### config.mk
export PLATFORM = sky130hd
export DESIGN_NAME = ov7670_triple_buffer_scheduler
export DESIGN_NICKNAME = d
export VERILOG_FILES = /design/src/rtl/ov7670_fb_pkg.sv /design/src/rtl/ov7670_triple_buffer_scheduler_rise_edge_detect.sv /design/src/rtl/ov7670_triple_buffer_scheduler.sv
export SDC_FILE = /design/constraint.sdc
export NUM_CORES = 1
export LEC_CHECK = 0
export ABC_AREA = 1
export CORE_MARGIN = 10
export CORE_UTILIZATION = 35
export CTS_CLUSTER_DIAMETER = 120
export DETAILED_ROUTE_END_ITERATION = 10
export GPL_ROUTABILITY_DRIVEN = 0
export GPL_TIMING_DRIVEN = 0
export PLACE_DENSITY = 0.56
export SLEW_MARGIN = 20
export SYNTH_ARGS = -nofsm -noshare
export SYNTH_HDL_FRONTEND = slang
export SYNTH_SLANG_ARGS = --single-unit
### constraint.sdc
create_clock -name clk -period 2.1 [get_ports clk]
set_input_delay 0.63 -clock clk [delete_from_list [all_inputs] [get_ports clk]]
set_output_delay 0.63 -clock clk [all_outputs]
set_load 0.05 [all_outputs]
### src/rtl/ov7670_fb_pkg.sv
// Shared types and reset constants for the OV7670 triple-buffer scheduler.
// Three buffers are always split between writer, ready slot and reader.
package ov7670_fb_pkg;

  typedef logic [1:0] buf_idx_t;

  localparam int       NUM_BUFS    = 3;
  localparam buf_idx_t RST_WR_IDX  = 2'd0;
  localparam buf_idx_t RST_RDY_IDX = 2'd1;
  localparam buf_idx_t RST_RD_IDX  = 2'd2;

  // With a, b distinct in 0..2 the third index is 3-a-b; 2-bit wrap is harmless.
  function automatic buf_idx_t free_idx(buf_idx_t a, buf_idx_t b);
    return 2'd3 - a - b;
  endfunction

endpackage

### src/rtl/ov7670_triple_buffer_scheduler_rise_edge_detect.sv
// Rising-edge detector: rise is high in the first cycle sig is sampled high.
module rise_edge_detect (
  input  logic clk,
  input  logic reset,
  input  logic sig,
  output logic rise
);

  logic sig_q;
  logic sig_d;

  always_comb begin
    sig_d = sig;
  end

  always_ff @(posedge clk or posedge reset) begin
    if (reset) begin
      sig_q <= 1'b0;
    end else begin
      sig_q <= sig_d;
    end
  end

  assign rise = sig & ~sig_q;

endmodule

### src/rtl/ov7670_triple_buffer_scheduler.sv
// Triple-buffer scheduler between OV7670 capture and VGA display: publishes only
// complete frames, keeps writer/ready/reader buffer indices pairwise distinct.
module ov7670_triple_buffer_scheduler
  import ov7670_fb_pkg::*;
#(
  parameter  int H_PIXELS   = 160,
  parameter  int V_PIXELS   = 120,
  parameter  int FRAME_SIZE = H_PIXELS * V_PIXELS,
  parameter  int CNT_W      = 16,
  localparam int ADDR_W     = $clog2(3 * FRAME_SIZE)
) (
  input  logic              clk,
  input  logic              reset,
  input  logic              cam_vsync,
  input  logic              wr_we,
  input  logic              vga_vsync,
  output logic [1:0]        wr_buf_sel,
  output logic [1:0]        rd_buf_sel,
  output logic [ADDR_W-1:0] wr_base,
  output logic [ADDR_W-1:0] rd_base,
  output logic              ready_valid,
  output logic [CNT_W-1:0]  drop_cnt,
  output logic [CNT_W-1:0]  repeat_cnt
);

  localparam int             PIX_W    = $clog2(FRAME_SIZE + 2);
  localparam logic [PIX_W-1:0] PIX_FULL = PIX_W'(FRAME_SIZE);
  localparam logic [PIX_W-1:0] PIX_SAT  = PIX_W'(FRAME_SIZE + 1);

  function automatic logic [ADDR_W-1:0] base_of(buf_idx_t idx);
    return ADDR_W'(idx) * ADDR_W'(FRAME_SIZE);
  endfunction

  logic cam_rise;
  logic vga_rise;

  rise_edge_detect u_cam_edge (
    .clk   (clk),
    .reset (reset),
    .sig   (cam_vsync),
    .rise  (cam_rise)
  );

  rise_edge_detect u_vga_edge (
    .clk   (clk),
    .reset (reset),
    .sig   (vga_vsync),
    .rise  (vga_rise)
  );

  buf_idx_t          wr_buf_sel_q, wr_buf_sel_d;
  buf_idx_t          ready_idx_q, ready_idx_d;
  buf_idx_t          rd_buf_sel_q, rd_buf_sel_d;
  logic              ready_valid_q, ready_valid_d;
  logic [PIX_W-1:0]  pix_cnt_q, pix_cnt_d;
  logic [CNT_W-1:0]  drop_cnt_q, drop_cnt_d;
  logic [CNT_W-1:0]  repeat_cnt_q, repeat_cnt_d;
  logic [ADDR_W-1:0] wr_base_q, wr_base_d;
  logic [ADDR_W-1:0] rd_base_q, rd_base_d;

  logic [PIX_W-1:0]  pix_inc;
  logic              frame_done;

  always_comb begin
    pix_inc       = pix_cnt_q;
    wr_buf_sel_d  = wr_buf_sel_q;
    ready_idx_d   = ready_idx_q;
    rd_buf_sel_d  = rd_buf_sel_q;
    ready_valid_d = ready_valid_q;
    drop_cnt_d    = drop_cnt_q;
    repeat_cnt_d  = repeat_cnt_q;

    // A write coincident with the closing vsync still belongs to that frame.
    if (wr_we && (pix_cnt_q != PIX_SAT)) begin
      pix_inc = pix_cnt_q + 1'b1;
    end
    frame_done = cam_rise && (pix_inc == PIX_FULL);
    pix_cnt_d  = cam_rise ? '0 : pix_inc;

    // Reader is served first from the pre-cycle ready slot.
    if (vga_rise) begin
      if (ready_valid_q) begin
        rd_buf_sel_d  = ready_idx_q;
        ready_idx_d   = rd_buf_sel_q;
        ready_valid_d = 1'b0;
      end else if (repeat_cnt_q != '1) begin
        repeat_cnt_d = repeat_cnt_q + 1'b1;
      end
    end

    if (frame_done) begin
      ready_idx_d   = wr_buf_sel_q;
      ready_valid_d = 1'b1;
      wr_buf_sel_d  = free_idx(rd_buf_sel_d, wr_buf_sel_q);
    end else if (cam_rise && (pix_inc != '0) && (drop_cnt_q != '1)) begin
      drop_cnt_d = drop_cnt_q + 1'b1;
    end

    wr_base_d = base_of(wr_buf_sel_d);
    rd_base_d = base_of(rd_buf_sel_d);
  end

  always_ff @(posedge clk or posedge reset) begin
    if (reset) begin
      wr_buf_sel_q  <= RST_WR_IDX;
      ready_idx_q   <= RST_RDY_IDX;
      rd_buf_sel_q  <= RST_RD_IDX;
      ready_valid_q <= 1'b0;
      pix_cnt_q     <= '0;
      drop_cnt_q    <= '0;
      repeat_cnt_q  <= '0;
      wr_base_q     <= base_of(RST_WR_IDX);
      rd_base_q     <= base_of(RST_RD_IDX);
    end else begin
      wr_buf_sel_q  <= wr_buf_sel_d;
      ready_idx_q   <= ready_idx_d;
      rd_buf_sel_q  <= rd_buf_sel_d;
      ready_valid_q <= ready_valid_d;
      pix_cnt_q     <= pix_cnt_d;
      drop_cnt_q    <= drop_cnt_d;
      repeat_cnt_q  <= repeat_cnt_d;
      wr_base_q     <= wr_base_d;
      rd_base_q     <= rd_base_d;
    end
  end

  assign wr_buf_sel  = wr_buf_sel_q;
  assign rd_buf_sel  = rd_buf_sel_q;
  assign wr_base     = wr_base_q;
  assign rd_base     = rd_base_q;
  assign ready_valid = ready_valid_q;
  assign drop_cnt    = drop_cnt_q;
  assign repeat_cnt  = repeat_cnt_q;

  a_idx_legal : assert property (@(posedge clk) disable iff (reset)
    (int'(wr_buf_sel_q) < NUM_BUFS) && (int'(ready_idx_q) < NUM_BUFS) &&
    (int'(rd_buf_sel_q) < NUM_BUFS) && (wr_buf_sel_q != ready_idx_q) &&
    (wr_buf_sel_q != rd_buf_sel_q) && (ready_idx_q != rd_buf_sel_q));

endmodule

# After elaboration in Yosys (flattened, before gate mapping)
# Index checks and enable logic that the tools add are counted.
# op_classes
n_mul	2
bitwise_logic	6
reduce_logical	10
eq_ne	4
n_mux	10
add_sub_neg	5
# ops
op	count
$add A16 B1 Y16 const B	2
$ne A16 B16 Y1 const B	2
$mux W15	2
$mul A2 B7 Y8 const B	2
$add A15 B1 Y15 const B	1
$eq A15 B15 Y1 const B	1
$ne A15 B15 Y1 const B	1
$reduce_bool A15 Y1	1
$mux W2	6
$logic_and A1 B1 Y1	4
$not A1 Y1	4
$reduce_and A2 Y1	2
$reduce_bool A2 Y1	2
$reduce_and A3 Y1	1
$and A1 B1 Y1	2
$mux W1	2
$sub A2 B2 Y2	1
$sub A2 B2 Y2 const A	1
# totals
out_inout_bits	69
register_bits	72

# Depth between registers and ports, before layout
# Gate-level depths: netlist (run 1).
# depth
depth_word	7
mapped_depth	17
ltp_nobuf	17

# Modules after synthesis
# A second synthesis (run 1) with hierarchy kept.
# hier_totals
hier_cells	535
area_unflattened_um2	4016.4
# by_module_without_submodules
mod	area_per_inst_um2	n_inst	cells_each	seq_area_each_um2
ov7670_triple_buffer_scheduler	3938.8	1	527	1556.5
rise_edge_detect	38.8	2	4	25.0

# Least setup slack after synthesis (run 1)
# Ideal clock, no wire load.
# synth_timing
path_kind	register -> register
from	register drop_cnt_q[0], in the netlist drop_cnt[0]
to	register drop_cnt_q[13], in the netlist drop_cnt[13]
t_required_ns	1.980
path_stages_with_launch	12
arrival_ns	2.228
n_path_buf	1
setup_ns	0.120
slack_ns	-0.248
cell_sequence	dfrtp_1 ha_1 nand3_1 nor2_1 nand4_1 nor2_1 nand3_1 nor2_1 nor2_1 clkbuf_1 nand4_1 nand2_1
# synth_between
elab_chain_len	3
# synth_lines
item	line_no	source
start, declared	ov7670_triple_buffer_scheduler.sv:56	logic [CNT_W-1:0] drop_cnt_q, drop_cnt_d;
start signal, assigned	ov7670_triple_buffer_scheduler.sv:120	drop_cnt_q <= drop_cnt_d;
parallel branches: the longest is 3 deep, another holds $add A16 B1 Y16	--	
# Several ways; the timed one is not identified.
# A chain may end at the register's enable or synchronous reset.

# Worst setup path in the final report (run 1)
# layout_timing
from	register pix_cnt_q[1]
to	register wr_base_q[9], in the netlist wr_base[9]
# layout_between
elab_chain_len	7
# layout_lines
item	line_no	source
start, declared	ov7670_triple_buffer_scheduler.sv:55	logic [PIX_W-1:0] pix_cnt_q, pix_cnt_d;
start signal, assigned	ov7670_triple_buffer_scheduler.sv:119	pix_cnt_q <= pix_cnt_d;
parallel branches: the longest is 2 deep, another holds $add A15 B1 Y15	--	
$mux W15 (*)	ov7670_triple_buffer_scheduler.sv:74	if (wr_we && (pix_cnt_q != PIX_SAT)) begin
$eq A15 B15 Y1 (*)	ov7670_triple_buffer_scheduler.sv:77	frame_done = cam_rise && (pix_inc == PIX_FULL);
$logic_and A1 B1 Y1 (*)	ov7670_triple_buffer_scheduler.sv:77	
$mux W2 (*)	ov7670_triple_buffer_scheduler.sv:91	if (frame_done) begin
$mul A2 B7 Y8 (*)	ov7670_triple_buffer_scheduler.sv:31	return ADDR_W'(idx) * ADDR_W'(FRAME_SIZE);
net wr_base_d[9]	ov7670_triple_buffer_scheduler.sv:58	logic [ADDR_W-1:0] wr_base_q, wr_base_d;
end signal, assigned	ov7670_triple_buffer_scheduler.sv:112	wr_base_q <= base_of(RST_WR_IDX);
end signal, assigned	ov7670_triple_buffer_scheduler.sv:122	wr_base_q <= wr_base_d;
end, declared	ov7670_triple_buffer_scheduler.sv:58	
# Mark *: on every way through the listed nets, which the timed path passes.

==> results of run 1 <==
==> metrics by stage <==
stage / std cells / setup WS (ns)
CTS: 757 / -0.251
detailed placement: 716 / -1.05
global placement: 714 / -0.979
finish: 771 / -0.246
global route: 771 / -0.378
floorplan: 517 / -0.0299
==> path summary, 6_finish.rpt <==
kind	slack (ns)	endpoint	startpoint	depth (start not counted)
setup / recovery	-0.25	wr_base[9]	pix_cnt_q[1]	17
hold / removal	0.52	repeat_cnt[14]	repeat_cnt[14]	1
setup reg to reg	-0.25	wr_base[9]	pix_cnt_q[1]	17
hold reg to reg	0.52	repeat_cnt[14]	repeat_cnt[14]	1
max in group asynchronous	0.86	rd_base[9]	reset	4
min in group asynchronous	0.54	pix_cnt_q[0]	reset	2
==> power by group through the flow <==
stage                     combinational, W  clock (W)  sequential (W)
final                              0.00233    0.00133         0.00170
after detailed placement           0.00218          0         0.00171
after CTS                          0.00226    0.00137         0.00170
after global placement             0.00216          0         0.00172
after floorplan                   0.000924          0         0.00230
after global routing               0.00249    0.00143         0.00175
==> area by class of cell <==
| type | count | area (sq um) |
|---|---|---|
| inverter | 44 | 169 |
| timing repair buffer | 97 | 912 |
| fill | 996 | 5150 |
| clock buffer | 10 | 138 |
| buffer | 33 | 265 |
| tap | 140 | 175 |
| clock inverter | 6 | 115 |
| sequential | 64 | 1620 |
| multi-input combinational | 377 | 2250 |
==> worst max-delay path: stages (launching register included) <==
cell	delay (ns)
dfrtp_2	0.43
inv_2	0.06
ha_4	0.17
nand2_4	0.06
nor2_4	0.04
nand2_4	0.13
nand2_8	0.09
buf_8	0.15
nand2_2	0.06
nand2_1	0.06
nor2_1	0.13
nand2_2	0.08
nor2_4	0.21
nand2_4	0.13
nand2_4	0.08
nand2_2	0.07
ha_4	0.26
inv_2	0.02
==> timing repair <==
item / CTS / global route
endpoints found under the setup margin: 85 / 32
cloned: 3 / 0
pin swaps: 26 / 29
hold buffers: 0 / 0
gates resized for setup: 136 / 57
buffers inserted: 23 / 15
==> per-layer routing <==
metal / share of wire (%) / wire (microns)
met2: 51 / 5260
met3: 5.6 / 583
met4: 1.5 / 152
met5: 0 / 0
met1: 42 / 4380
==> kinds of logic after synthesis <==
| family | count (synthesis) | synth area share (%) |
|---|---|---|
| AO/OA/AOI/OAI | 17 | 2.22 |
| XOR/XNOR | 33 | 7.56 |
| adder cells (fa/ha/maj) | 9 | 2.94 |
| buffers and inverters | 77 | 10.5 |
| flip-flops | 64 | 42.0 |
| multiplexers | 1 | 0.294 |
| other | 1 | 0.0980 |
| AND/OR/NAND/NOR | 300 | 34.3 |
==> layout by cell type, fill, tap and decap left out, types with 28 or more instances in the layout <==
master	instances
nand2_1	124
buf_4	52
dfrtp_1	48
dlygate4sd2_1	47
nor2_1	38
inv_1	34
nand3_1	32
nand2_2	32
nand4_1	28
==> state kept, by name (all words and copies together) (netlist names) <==
register / flops
wr_base: 5
repeat_cnt: 16
rd_base: 5
pix_cnt_q: 15
ready_idx_q: 2
u_vga_edge.sig_q: 1
u_cam_edge.sig_q: 1
ready_valid: 1
wr_buf_sel: 1
drop_cnt: 16
rd_buf_sel: 1
==> out/results.txt, run 1 <==
result of the run - finished, violations left
failing checks - negative setup slack
met3 Usage GRT - 3.45%
Via-to-Cell Ratio - 4.64
Synth top area share - 39.3%
clock buffer count from CTS - 9
final hold slack - 0.520 ns
commonest cells in the netlist - nand2_1 (160), dfrtp_1 (60), nor2_1 (57), inv_1 (44), nand3_1 (36)
CTS tree - yes
Flop pwr share - 31.8%
WL per Instance - 13.4 microns
clock slew at reported path FFs - 0.08 ns
Die Y - 125 microns
most common cell in the netlist - nand2_1
initial antenna violation count - 0
synth warn - 0
setup TNS - -4.46 ns
Rows - 38
Max Cap Viol - 0
worst path arrival time - 2.59 ns
Combinational Power Share - 43.4%
clock share of power - 24.9%
RSZ-0062 raised after global routing - true
Max Clk Rate - 426 MHz
post-route cell area - 0.00565 sq mm
synthesized cell area - 0.00382 sq mm
Area Growth Syn to Fin - 47.6%
met1 usage - 15.9%
Fin Clk Skew - 0.0123 ns
Final Total Pwr - 0.00536 W
Area after DPL - 0.00472 sq mm
Avg Cell Area, Syn - 7.62 sq um
Initial DRC Count - 161
via count - 3,578
final worst-path cycle share - 112%
worst-margin pin slew - 0.531 ns
vias in the first global route - 3,532
Final Util - 52.3%
Peak VDD IR - 0.674 mV
maximum fanout along the worst path - 5
setup violators final - 25
layout cells sized above 1 - 32.0%
static leakage - 2.88 nW
CTS Buffer Depth - 2
Final WS setup - -0.246 ns
Post-synth EDFFs - 0
Detail Route Antenna Nets - 0
number of diodes - 0
Yosys top cell by area - dfrtp_1
synth top area cells - dfrtp_1 (39%), nand2_1 (16%), nor2_1 (5.6%)
Mapped Cells - 502
drt drc - 0
CTS H-tree lvls - 3
initial core utilization - 35.4%
Die Wd - 125 microns
first-pass GRT wire length - 17.2 mm
PortBufs - 57
Tmin final - 2.35 ns
Worst Setup Path Type - reg -> reg
Sw Ratio - 42.3%
GRT busiest layer - met2
Final Hold Viols - 0
Worst EP required - 2.34 ns
number of iterations in the first detailed-routing pass - 5
Main synth FF type - dfrtp_1
total gr overflow - 0
Hold Crit Class - reg -> reg
# nets final - 640
cell-internal power - 0.00309 W
total die area - 0.0155 sq mm
Synth Register Bits - 64
Worst setup SP type - flip-flop
core area - 0.0108 sq mm
final WL - 10.4 mm
Sink Count - 64
root buf cell - clkbuf_8
FFs w/ async S/R, synth - 100%
NetSw - 0.00227 W
Max transition margin - 64.7%
later-pin clock latency in the skew report - 0.34 ns
half-perimeter wire length after placement - 7.15 mm
Setup crit end kind - flip-flop
power per cell area - 949 mW/mm^2
met2 Use GR - 21.7%
Synth cell types - 26
Total GRT Usage - 13.1%
largest net degree at the start of global routing - 34
boundary pin count - 74
post-synthesis sequential area ratio - 42.0%
fin. max-slew vios - 0
Power figures use the tool's default switching activity.
==> run 2: changes to the inputs <==
Settings changed: CORE_MARGIN 10 to not set, PLACE_DENSITY 0.56 to 0.63.
==> run 2 against run 1 <==
Compared with the run above: the run still ends with negative setup slack left; design area increased by 2.7%; clock power decreased by 9%; utilization increased by 3.1 points; power decreased by 0.32%; clock-buffer cell count increased by 1; highest routed layer unchanged; register-to-register slack got worse by 0.07 ns; non-clock buffer count increased by 15; first-iteration DRC count increased by 39%.
==> out/results.txt, run 2 (synthesized netlist as in run 1, its figures left out) <==
result of the run - finished, violations left
failing checks - negative setup slack
core area - 0.0105 sq mm (-3.1%)
boundary pin count - 74 (unchanged)
Worst EP required - 2.35 ns (about the same)
leading cell type in the layout, fill and taps excluded - nand2_1
slowest CP cell - dfrtp_2
total die area - 0.0114 sq mm (-27%)
Setup crit end kind - flip-flop
Critical Path Max Stage Delay - 0.45 ns (+0.02 ns)
worst path arrival time - 2.67 ns (+0.08 ns)
initial antenna violation count - 0 (unchanged)
Fin Clk Skew - 0.0135 ns (+0.00121 ns)
RSZ-0062 raised after global routing - true
NetSw - 0.00235 W (+3.5%)
Combinational Power Share - 44.9% (+1.5 points)
Sw Ratio - 43.9% (+1.6 points)
worst-path cell chain - nor2_4 > nand2_1 > nor2_4 > nand2_4 > buf_6 > nand3_1 > nand2_1 > nor2_1 > nand2_1 > nor2_4 > nand2_4 > nand2_4 > nand2_2 > ha_2 > inv_1
drt drc - 0 (unchanged)
static leakage - 2.94 nW (+2.2%)
Max Cap Viol - 0 (unchanged)
Die Y - 107 microns (-14%)
power per cell area - 921 mW/mm^2 (-2.9%)
setup violators final - 25 (unchanged)
Worst Setup Path Type - reg -> reg
via count - 3,793 (+6.0%)
clock buffer count from CTS - 9 (unchanged)
most frequent cells in the layout - nand2_1 (119), buf_4 (59), dfrtp_1 (47), dlygate4sd2_1 (45), nand2_2 (38)
initial core utilization - 36.6% (+1.1 points)
Total GRT Usage - 19.5% (+6.4 points)
Post-Layout Cell Count - 781 (+1.3%)
Worst setup SP type - flip-flop
first-pass GRT wire length - 17.5 mm (+1.4%)
Flop pwr share - 32.4% (+0.6 points)
half-perimeter wire length after placement - 6.58 mm (-8.0%)
cell-internal power - 0.00300 W (-3.1%)
CTS Buffer Depth - 2 (unchanged)
Hold Crit Class - in -> reg
CTS tree - yes
number of iterations in the first detailed-routing pass - 4 (-1)
vias in the first global route - 3,656 (+3.5%)
crit path buf inv count - 2 (-1)
multi-input logic area - 0.00232 sq mm (+2.9%)
Fill cells - 942 (-5.4%)
Final WS setup - -0.315 ns (-0.0696 ns)
worst-margin pin slew - 0.708 ns (+0.177 ns)
clock slew at reported path FFs - 0.08 ns (about the same)
Peak VDD IR - 0.724 mV (+7.4%)
later-pin clock latency in the skew report - 0.35 ns (about the same)
post-placement cell count - 711 (-0.70%)
WL per Instance - 14.3 microns (+6.6%)
final worst-path cycle share - 115% (+3.3 points)
crit-path leading delay family - simple AND/OR/NAND/NOR gates
Max Clk Rate - 414 MHz (-2.9%)
Max transition margin - 52.7% (-12 points)
Final Hold Viols - 0 (unchanged)
Area Growth Syn to Fin - 51.6%
Die Wd - 107 microns (-14%)
Via-to-Cell Ratio - 4.86 (+4.7%)
number of diodes - 0 (unchanged)
Detail Route Antenna Nets - 0 (unchanged)
layout cells sized above 1 - 36.1% (+4.1 points)
PortBufs - 57 (unchanged)
Tmin final - 2.42 ns (+0.0696 ns)
Final Total Pwr - 0.00534 W (-0.32%)
maximum fanout along the worst path - 6 (+1)
Rows - 37 (-2.6%)
fin. max-slew vios - 0 (unchanged)
largest net degree at the start of global routing - 35 (+2.9%)
# nets final - 654 (+2.2%)
clock share of power - 22.7% (-2.2 points)
root buf cell - clkbuf_8
sequential cell area - 0.00162 sq mm (about the same)
final WL - 11.2 mm (+7.9%)
total gr overflow - 0 (unchanged)
Sink Count - 64 (unchanged)
CTS H-tree lvls - 3 (unchanged)
Initial DRC Count - 223 (+39%)
-- run 2: changes by cell type in the layout (fill, tap and decap cells not counted), moves of 2 or more --
cell / change
buf_4: +7
nand2_2: +6
dlygate4sd2_1: -2
clkbuf_2: +2
o21ai_2: -2
buf_6: +11
nor2_2: +3
nand3_2: +5
o21ai_4: +2
nor2_1: -3
nand3_1: -6
nand2_1: -5
nand2_4: -3
-- run 2: metrics by stage --
stage | hold slack (ns) | setup TNS [ns] | cell area [sq um] | setup WS [ns] | util, %
6_report | 0.431 | -5.80 | 5800 | -0.315 | 55.4
5_1_grt | 0.443 | -8.68 | 5800 | -0.430 | 55.4
4_1_cts | 0.522 | -4.11 | 5410 | -0.264 | 51.7
3_5_place_dp | 0.504 | -32.94 | 4690 | -1.02 | 44.9
3_3_place_gp | 0.488 | -35.14 | 4670 | -0.989 | 44.7
2_1_floorplan | 0.473 | -0.0299 | 3930 | -0.0299 | -
-- run 2: timing repair --
item / in CTS / in global routing
cloned: 5 / 0
setup buffers: 28 / 24
pin swaps: 41 / 33
endpoints found under the setup margin: 86 / 37
hold buffers: 0 / 0
gates resized for setup: 147 / 81
-- run 2: worst paths after layout --
path / start / endpoint / slack (ns) / cells past startpoint
setup / recovery: pix_cnt_q[6] / wr_base[9] / -0.32 / 15
hold / removal: vga_vsync / u_vga_edge.sig_q / 0.43 / 1
setup reg to reg: pix_cnt_q[6] / wr_base[9] / -0.32 / 15
hold reg to reg: repeat_cnt[14] / repeat_cnt[14] / 0.52 / 1
max in group asynchronous: reset / rd_base[9] / 0.69 / 3
min in group asynchronous: reset / u_cam_edge.sig_q / 0.73 / 2
-- run 2: area by class of cell --
class	count	share of cell area [%]
clock inverters	5	1.38
repair buffers	113	17.9
plain buffers	32	4.49
multi-input cells	376	39.9
well taps	136	2.93
clock buffers	11	2.44
flip-flops and latches	64	28.0
inverters	44	2.91
-- run 2: power by group through the flow --
stage | clock network (W) | registers (W) | logic (W)
5_1_grt | 0.00130 | 0.00176 | 0.00256
6_report | 0.00121 | 0.00173 | 0.00240
2_1_floorplan | 0 | 0.00230 | 0.000924
3_3_place_gp | 0 | 0.00172 | 0.00214
3_5_place_dp | 0 | 0.00172 | 0.00217
4_1_cts | 0.00123 | 0.00171 | 0.00224
-- run 2: layer usage --
layer | GRT usage, % | wire length (microns)
met2 | 32.6 | 5670
met4 | 7.93 | 154
met3 | 3.19 | 601
met1 | 25.0 | 4770
met5 | 0 | 0
==> run 3: changes to the inputs <==
Settings changed: CELL_PAD_IN_SITES_DETAIL_PLACEMENT set to 2, CELL_PAD_IN_SITES_GLOBAL_PLACEMENT set to 2, CORE_UTILIZATION 35 to 28, CTS_BUF_LIST set to sky130_fd_sc_hd__clkbuf_4, PLACE_DENSITY 0.63 to 0.82, SKIP_CTS_REPAIR_TIMING set to 1.
==> run 3 against run 2 <==
Compared with the run above: the run still ends with negative setup slack left; critical path depth grew 1; hold slack got worse by 0.012 ns; via count decreased by 0.87%; clock skew shrank 0.0069 ns; fmax is 3.7% lower.
==> out/results.txt, run 3 (synthesized netlist as in run 1, its figures left out) <==
result of the run - finished, violations left
failing checks - negative setup slack
Hold Crit Class - in -> async
first-pass GRT wire length - 19.9 mm (+14%)
number of iterations in the first detailed-routing pass - 4 (unchanged)
Detail Route Antenna Nets - 0 (unchanged)
core area - 0.0133 sq mm (+27%)
CTS H-tree lvls - 3 (unchanged)
worst path arrival time - 2.88 ns (+0.21 ns)
power per cell area - 879 mW/mm^2 (-4.6%)
Total GRT Usage - 17.9% (-1.6 points)
Final Total Pwr - 0.00480 W (-10%)
Place WS - -1.20 ns (-0.182 ns)
clock slew at reported path FFs - 0.12 ns (+0.04 ns)
clock buffer count from CTS - 9 (unchanged)
Max transition margin - 57.8% (+5.1 points)
Setup crit end kind - flip-flop
initial antenna violation count - 0 (unchanged)
Initial DRC Count - 98 (-56%)
worst-path cell chain - ha_4 > nand2_4 > nor2_4 > nand2_4 > nand2_8 > buf_8 > nand2_2 > nand2_1 > nor2_1 > nand2_1 > nor2_4 > nand2_4 > nand2_4 > nand2_4 > ha_4 > inv_2
Area Growth Syn to Fin - 42.8%
cell-internal power - 0.00248 W (-17%)
WL per Instance - 17.1 microns (+19%)
Die Wd - 119 microns (+12%)
# nets final - 626 (-4.3%)
maximum fanout along the worst path - 8 (+2)
Max Cap Viol - 0 (unchanged)
Peak VDD IR - 0.619 mV (-15%)
setup violators final - 25 (unchanged)
via count - 3,760 (-0.87%)
largest net degree at the start of global routing - 31 (-11%)
PortBufs - 57 (unchanged)
crit-path leading delay family - simple AND/OR/NAND/NOR gates
most frequent cells in the layout - nand2_1 (129), buf_4 (46), dfrtp_1 (44), dlymetal6s2s_1 (41)
RSZ-0062 raised after global routing - true
clock share of power - 15.6% (-7.1 points)
Flop pwr share - 35.8% (+3.4 points)
Sink Count - 64 (unchanged)
leading cell type in the layout, fill and taps excluded - nand2_1
crit path buf inv count - 2 (unchanged)
Worst Setup Path Type - reg -> reg
initial core utilization - 28.8% (-7.8 points)
number of diodes - 0 (unchanged)
Critical Path Max Stage Delay - 0.47 ns (+0.02 ns)
Rows - 42 (+14%)
static leakage - 3.14 nW (+6.6%)
drt drc - 0 (unchanged)
slowest CP cell - dfrtp_2
Final Hold Viols - 0 (unchanged)
CP most frequent cell - nand2_4
Via-to-Cell Ratio - 4.74 (-2.4%)
NetSw - 0.00231 W (-1.4%)
Tmin final - 2.51 ns (+0.0940 ns)
CTS Buffer Depth - 2 (unchanged)
layout cells sized above 1 - 31.1% (-5.0 points)
worst-margin pin slew - 0.633 ns (-0.0750 ns)
Max Clk Rate - 398 MHz (-3.7%)
fin. max-slew vios - 0 (unchanged)
setup TNS - -8.40 ns (-2.60 ns)
Combinational Power Share - 48.6% (+3.7 points)
later-pin clock latency in the skew report - 0.46 ns (+0.11 ns)
Sw Ratio - 48.2% (+4.3 points)
Fin Clk Skew - 0.00652 ns (-0.00695 ns)
CTS tree - yes
root buf cell - clkbuf_4
final worst-path cycle share - 120% (+4.5 points)
Final Util - 41.1% (-14 points)
vias in the first global route - 3,986 (+9.0%)
total gr overflow - 0 (unchanged)
half-perimeter wire length after placement - 8.80 mm (+34%)
total die area - 0.0141 sq mm (+24%)
final WL - 13.5 mm (+21%)
Worst EP required - 2.47 ns (+0.12 ns)
Worst setup SP type - flip-flop
boundary pin count - 74 (unchanged)
Final WS setup - -0.410 ns (-0.0940 ns)
Die Y - 119 microns (+12%)
[run 3: worst paths after layout]
check / start / end / slack, ns / cells after the start
max: pix_cnt_q[0] / wr_base[9] / -0.41 / 16
min: reset / repeat_cnt[3] / 0.42 / 2
max reg2reg: pix_cnt_q[0] / wr_base[9] / -0.41 / 16
min reg2reg: repeat_cnt[4] / repeat_cnt[4] / 0.53 / 1
max in group asynchronous: reset / rd_base[12] / 1.21 / 3
min in group clk: repeat_cnt[4] / repeat_cnt[4] / 0.53 / 1
[run 3: stage by stage]
step                instances  area (sq um)  hold slack, ns
floorplan                 517          3930           0.473
global placement          750          4720           0.491
detailed placement        752          4760           0.513
CTS                       768          4870           0.413
global route              793          5460           0.398
finish                    793          5460           0.418
[run 3: layout make-up]
cell class / instances / area, sq um
Timing Repair Buffer: 84 / 882
Clock buffer: 9 / 67.6
Multi-Input combinational cell: 376 / 2200
Buffer: 33 / 255
Clock inverter: 7 / 38.8
Fill cell: 1464 / 7840
Sequential cell: 64 / 1630
Tap cell: 176 / 220
Inverter: 44 / 169
[run 3: per-layer routing]
layer | up-vias | GRT usage, % | routed length, microns
met5 | - | 0 | 0
met4 | 0 | 4.11 | 193
met3 | 16 | 5.32 | 485
met2 | 54 | 32.0 | 7120
met1 | 1909 | 20.9 | 5720
li1 | 1781 | - | -
[run 3: power by group through the flow]
| stage | clock network, W | registers, W | logic (W) |
|---|---|---|---|
| floorplan | 0 | 0.00230 | 0.000924 |
| global placement | 0 | 0.00171 | 0.00215 |
| detailed placement | 0 | 0.00173 | 0.00222 |
| CTS | 0.000780 | 0.00171 | 0.00223 |
| global route | 0.000832 | 0.00175 | 0.00247 |
| finish | 0.000748 | 0.00172 | 0.00233 |
